===== src/rtl/parity_ctrl_pkg.sv =====
// Shared state encodings and parity-sense constants
// for the parity frame transmitter.
package parity_ctrl_pkg;

  localparam logic [1:0] S_IDLE   = 2'd0;
  localparam logic [1:0] S_START  = 2'd1;
  localparam logic [1:0] S_DATA   = 2'd2;
  localparam logic [1:0] S_PARITY = 2'd3;

  localparam int PAR_EVEN = 0;
  localparam int PAR_ODD  = 1;

  function automatic logic par_bit(
    input logic acc,
    input int   sense
  );
    return acc ^ (sense != PAR_EVEN);
  endfunction

endpackage


===== src/rtl/parity_acc.sv =====
// One-bit running parity accumulator:
// clr restarts it, en folds x into the sum.
module parity_acc (
  input  logic clk,
  input  logic rst,
  input  logic clr,
  input  logic en,
  input  logic x,
  output logic par
);

  always_ff @(posedge clk) begin
    if (rst) begin
      par <= 1'b0;
    end else if (clr) begin
      par <= 1'b0;
    end else if (en) begin
      par <= par ^ x;
    end
  end

endmodule


===== src/rtl/parity_frame_tx_ctrl.sv =====
// Word-to-serial framer with trailing parity bit.
// Define START_BIT_EN to prepend a 0 start bit.
module parity_frame_tx_ctrl
  import parity_ctrl_pkg::*;
#(
  parameter int DATA_W     = 8,
  parameter int ODD_PARITY = PAR_EVEN,
  parameter int CNT_W      = 16
) (
  input  logic              clk,
  input  logic              rst,
  input  logic              bit_tick,
  input  logic [DATA_W-1:0] in_data,
  input  logic              in_valid,
  output logic              in_ready,
  output logic              ser_out,
  output logic              ser_valid,
  output logic              ser_last,
  output logic              run_par,
  output logic              busy,
  output logic [CNT_W-1:0]  frame_cnt
);

  localparam int IDX_W = $clog2(DATA_W);
  localparam logic [IDX_W-1:0] LAST_IDX =
    IDX_W'(DATA_W - 1);

`ifdef START_BIT_EN
  localparam logic [1:0] S_FIRST = S_START;
`else
  localparam logic [1:0] S_FIRST = S_DATA;
`endif

  logic [1:0]        state;
  logic [1:0]        state_nxt;
  logic [DATA_W-1:0] shreg;
  logic [IDX_W-1:0]  bit_idx;
  logic [CNT_W-1:0]  cnt_q;

  logic st_idle;
  logic st_start;
  logic st_data;
  logic st_par;
  logic accept;
  logic data_tick;
  logic par_tick;
  logic last_bit;

  assign st_idle  = (state == S_IDLE);
  assign st_start = (state == S_START);
  assign st_data  = (state == S_DATA);
  assign st_par   = (state == S_PARITY);

  assign data_tick = st_data & bit_tick;
  assign par_tick  = st_par & bit_tick;
  assign last_bit  = (bit_idx == LAST_IDX);

  // A new word may only slip in on the tick
  // that closes the parity bit.
  assign in_ready = st_idle | par_tick;
  assign accept   = in_valid & in_ready;

  always_comb begin
    state_nxt = state;
    unique case (1'b1)
      st_idle: begin
        if (accept) state_nxt = S_FIRST;
      end
      st_start: begin
        if (bit_tick) state_nxt = S_DATA;
      end
      st_data: begin
        if (bit_tick && last_bit)
          state_nxt = S_PARITY;
      end
      st_par: begin
        if (bit_tick)
          state_nxt = accept ? S_FIRST : S_IDLE;
      end
    endcase
  end

  always_ff @(posedge clk) begin
    if (rst) begin
      state   <= S_IDLE;
      shreg   <= '0;
      bit_idx <= '0;
      cnt_q   <= '0;
    end else begin
      state <= state_nxt;
      if (accept) begin
        shreg   <= in_data;
        bit_idx <= '0;
      end else if (data_tick) begin
        shreg   <= shreg >> 1;
        bit_idx <= bit_idx + 1'b1;
      end
      if (par_tick) cnt_q <= cnt_q + 1'b1;
    end
  end

  parity_acc u_acc (
    .clk (clk),
    .rst (rst),
    .clr (accept),
    .en  (data_tick),
    .x   (shreg[0]),
    .par (run_par)
  );

  assign ser_out =
    st_idle  ? 1'b1 :
    st_start ? 1'b0 :
    st_data  ? shreg[0] :
               par_bit(run_par, ODD_PARITY);

  assign ser_valid = ~st_idle;
  assign ser_last  = st_par;
  assign busy      = ~st_idle;
  assign frame_cnt = cnt_q;

endmodule


===== config.mk =====
export PLATFORM = sky130hd
export DESIGN_NAME = parity_frame_tx_ctrl
export DESIGN_NICKNAME = d
export VERILOG_FILES = /design/src/rtl/parity_ctrl_pkg.sv /design/src/rtl/parity_acc.sv /design/src/rtl/parity_frame_tx_ctrl.sv
export SDC_FILE = /design/constraint.sdc
export NUM_CORES = 1
export LEC_CHECK = 0
export BUFFER_PORTS_ARGS = -buffer_cell sky130_fd_sc_hd__buf_4
export CAP_MARGIN = 0
export CORE_UTILIZATION = 50
export CTS_CLUSTER_DIAMETER = 200
export DETAILED_ROUTE_END_ITERATION = 7
export PLACE_DENSITY = 0.75
export REMOVE_ABC_BUFFERS = 1
export SLEW_MARGIN = 10
export SYNTH_ARGS = -nofsm -noshare
export SYNTH_HDL_FRONTEND = slang
export SYNTH_SLANG_ARGS = --single-unit

===== constraint.sdc =====
create_clock -name clk -period 2.35 [get_ports clk]
set_input_delay 0.47 -clock clk [delete_from_list [all_inputs] [get_ports clk]]
set_output_delay 0.47 -clock clk [all_outputs]
set_load 0.05 [all_outputs]

# == Word level (Yosys, flattened, before mapping) ==
# Cells that the tools add are included.
# classes
reduce_logical,5
muxes,11
eq_ne,8
magnitude_cmp,0
mul,0
div,0
n_shift,0
addsub,2
n_bitwise,6
# op_table
op,count
$add A16 B1 Y16 const B,1
$mux W8,2
$mux W2,5
$pmux W2 S4,1
$eq A2 B2 Y1 const B,2
$ne A2 B1 Y1 const B,2
$ne A2 B2 Y1 const B,2
$reduce_and A4 Y1,1
$add A3 B1 Y3 const B,1
$and A1 B1 Y1,3
$eq A3 B3 Y1 const B,1
$mux W1,3
$eq A2 B1 Y1 const B,1
$logic_not A2 Y1,1
$reduce_bool A2 Y1,1
$reduce_or A2 Y1,1
$logic_and A1 B1 Y1,1
$not A1 Y1,1
$or A1 B1 Y1,1
$xor A1 B1 Y1,1
# word_totals
regBits,30
mem_bits_rw,0
out_inout_bits,22
latchBits,0
elab_cells,37
in_bits,12
rom_bits,0
mem_count,0

# == Longest topological paths before layout ==
# logic_depth
word_depth,7
depth_mapped,6
mapped_depth_nobuf,5

# == By module ==
# From an unflattened synthesis, not the netlist that was laid out.
# unflattened
hier_cells,151
hier_area_um2,1386.3
# modules_own_cells
module,area_per_inst_um2,instances,seq_area_each_um2,cells_per_inst
parity_frame_tx_ctrl,1336.3,1,580.6,147
parity_acc,50.0,1,20.0,4

# == Least setup slack after synthesis ==
# Ideal clock, no wire load.
# synth_timing
path_kind,register to output
startpoint,reg state[1]
endpoint,out ser_out
arrival_time_ns,1.588
n_path_buf,1
path_stages_with_launch,4
path_slack_ns,0.292
required_ns,1.880
cell_sequence,dfxtp_1 -> clkbuf_1 -> nand2_1 -> a22oi_1
# synth_via
elab_chain_cells,4
word_cells_on_any_way,6
classes_between,eq/ne: 2; mux: 3; reduce/logical: 1
# synth_lines
item,line_no,rtl
"start, declared",parity_frame_tx_ctrl.sv:34,logic [1:0] state;
"start signal, assigned",parity_frame_tx_ctrl.sv:90,state <= state_nxt;
$eq A2 B2 Y1,parity_frame_tx_ctrl.sv:51,assign st_data = (state == S_DATA);
$mux W1,parity_frame_tx_ctrl.sv:114,st_data ? shreg[0] :
$mux W1,parity_frame_tx_ctrl.sv:113,st_start ? 1'b0 :
$mux W1 *,parity_frame_tx_ctrl.sv:112,st_idle ? 1'b1 :
"end, declared",parity_frame_tx_ctrl.sv:16,"output logic ser_out,"
# Mark *: on every way between the ends. The rest lies on a longest branch, timed or not.

# == Worst setup path after layout ==
# layout_timing
startpoint,reg state[1]
endpoint,out in_ready
# layout_via
elab_chain_cells,3
word_cells_on_any_way,4
classes_between,eq/ne: 1; bitwise: 2; reduce/logical: 1
# layout_lines
item,line_no,rtl
$eq A2 B2 Y1,parity_frame_tx_ctrl.sv:52,assign st_par = (state == S_PARITY);
$and A1 B1 Y1,parity_frame_tx_ctrl.sv:55,assign par_tick = st_par & bit_tick;
$or A1 B1 Y1 *,parity_frame_tx_ctrl.sv:60,assign in_ready = st_idle | par_tick;
"end, declared",parity_frame_tx_ctrl.sv:15,"output logic in_ready,"
# Marked as above.

==> impl_metrics.yaml <==
finish:
  drive_gt1_share_pct: 24.1
  syn_to_final_growth_pct: 21.0
  final_area_sq_mm: 0.00179
  layout_common_cells: "35 x buf_4, 30 x dfxtp_1, 22 x nand2_1, 18 x nor2_1, 14 x a21oi_1"
  antenna_cells: 0
  postLayoutCoreUtil_pct: 64.5
  nets: 217
  layout_commonest_cell: "buf_4"
cts:
  numCtsBuffers: 5
  cts_hold_buf: 0
  cts.path.max_buffers: 2
  clock-root-buffer: "clkbuf_4"
  cts_resized: 0
  cts_tree: "built"
  clk_latency_ns: 0.34
  cts_sinks: 30
  post_cts_buffers: 0
  clk_pin_slew_worst_paths_ns: 0.09
  cts_max_level: 2
sta:
  hold_ws_ns: 0.359
  maxSlewViolCount: 0
  grt_setup_unrepaired: "false"
  tightestPinTransition_ns: 0.575
  hold_violations: 0
  slew_headroom_pct: 61.3
  period_needed_ns: 2.17
  max_freq_mhz: 460
  setup_tns_ns: 0
  finalSetupViolations: 0
  period_share_pct: 92.5
  skew_ns: 0.00581
placed_design:
  globalplace.congestion: 0.777
  dpl.hpwl_microns: 2210
  io_buffers: 33
  placed_area_sq_mm: 0.00173
status:
  status: "finished clean"
min_path:
  hold_depth: 3
  min_path_type: "in -> reg"
floorplan:
  start_util_pct: 53.3
  core_area_sq_mm: 0.00278
  die_h_microns: 56.4
  dieWidth_microns: 56.4
  row_count: 19
  ioPinCount: 34
  die_area_sq_mm: 0.00318
synthesis:
  yosys-top-cells-area: "dfxtp_1 41%, nand2_1 5.6%, a21oi_1 4.7%, nor2_1 4.6%, a2bb2oi_1 4.1%"
  synthCells: 171
  ys_warn_count: 0
  synth_top_area_share_pct: 40.5
  synth_top_area_cell: "dfxtp_1"
  synth_top_family_by_area: "simple AND/OR/NAND/NOR gates"
  ys_ff_latch: 30
  synthMuxAreaShare_pct: 4.90
  synth_fa_ha_area_share_pct: 2.53
  synth_cell_types: 32
  syn_avg_cell_area_sq_um: 8.66
  synth-compound-area-share_pct: 17.5
  synth-seq-area-share_pct: 40.5
  synth_xor_area_share_pct: 5.32
  yosys.area_share.simple_pct: 25.0
  syn_area_sq_mm: 0.00148
routing:
  wl_microns: 3160
  num_vias: 1336
  wl_per_cell_microns: 13.5
  ant_nets: 0
  via_per_inst: 5.71
  drtPass1Iterations: 4
  drt_iter0_drc: 38
  drc: 0
grt:
  grt_start_max_net_pins: 29
  grt_usage_pct: 21.1
  grt_pass1_wl_microns: 5210
  grt_pass1_vias: 1276
  overflow: 0
  antenna_found_initial: 0
power_and_ir_drop:
  max-vdd-ir-drop_uv: 472
  power.density_mw_per_mm2: 538
  leakagePower_uw: 0.000749
critical_path:
  r2r_cells: 4
  crit_required_ns: 1.88
  crit_arrival_ns: 1.70
  crit_type: "reg -> out"
  cp_cell_sequence: "and2_2 > nand2_1 > nand2_1 > buf_4"
  crit_fanout: 10
  endpoint_kind: "primary output"
  slowest_delay_ns: 0.52
  crit_top_cell: "nand2_1"
  worst_path_max_delay_cell: "dfxtp_1"
  startpoint_type: "register"
run:
  cap_viol_max_count: 0
-- cells in the mapped netlist (all sizes together) --
library cell   n
a211oi         2
a21oi         14
a22oi          1
a2bb2oi        7
and2           2
and3           2
and3b          1
and4           2
buf            4
clkbuf         7
dfxtp         30
ha             3
inv            3
mux2           2
mux2i          5
nand2         22
nand2b         2
nand3          5
nand4          5
nor2          18
nor2b          2
nor4           1
o21ai          6
o22a           6
o31ai          3
or3            4
or4            3
xnor2          3
xor2           6
-- registers in the layout, indices dropped and copies added (netlist names) --
name       cells
shreg          8
u_acc.par      1
frame_cnt     16
bit_idx        3
state          2
-- kinds of logic after synthesis --
logic type                 Yosys count
AOI/OAI and AO/OA                   39
xor gates and xnor gates             9
adders and majority gates            3
buffers and inverters               14
DFF                                 30
muxes                                7
and+or+nand+nor                     69
-- path summary, 6_finish.rpt --
| check | from | endpoint | slack, ns |
|---|---|---|---|
| max | state[1] | in_ready | 0.18 |
| min | in_data[7] | shreg[7] | 0.36 |
| max reg2reg | state[1] | frame_cnt[14] | 0.48 |
| min reg2reg | shreg[2] | shreg[2] | 0.47 |
-- cell type report --
| type | count | area [sq um] |
|---|---|---|
| fill | 256 | 988 |
| multi-input combinational | 127 | 820 |
| sequential | 30 | 601 |
| timing repair buffer | 35 | 263 |
| clock buffer | 7 | 55.1 |
| tap | 31 | 38.8 |
| inverter | 3 | 11.3 |
| clock inverter | 1 | 5.00 |
-- per-stage QoR --
stage	worst slack, ns	total power (uW)	cells
finish	0.176	964	234
global route	0.0534	1000	234
CTS	0.0711	974	234
detailed placement	0.404	648	226
global placement	0.435	646	226
floorplan	0.0773	604	160
-- routing by layer --
layer  track usage (%)  routed length (microns)  vias up
met2              36.8                     1580       30
met1              22.1                     1390      630
li1                  -                        -      668
met4              11.1                       56        0
met5                 0                        0        -
met3              7.14                      140        8
-- power breakdown --
group          switching (uW)  internal (uW)  total, uW
Clock                     182            145        327
Combinational            62.2           46.9        109
Sequential               9.14            519        528
-- worst max-delay path, delay by kind of cell, from the launching register on --
family | cells | cell delay, ns
buf+inv | 1 | 0.20
flops | 1 | 0.52
simple gates | 3 | 0.66
No activity file was read; power rests on OpenSTA's default activity.
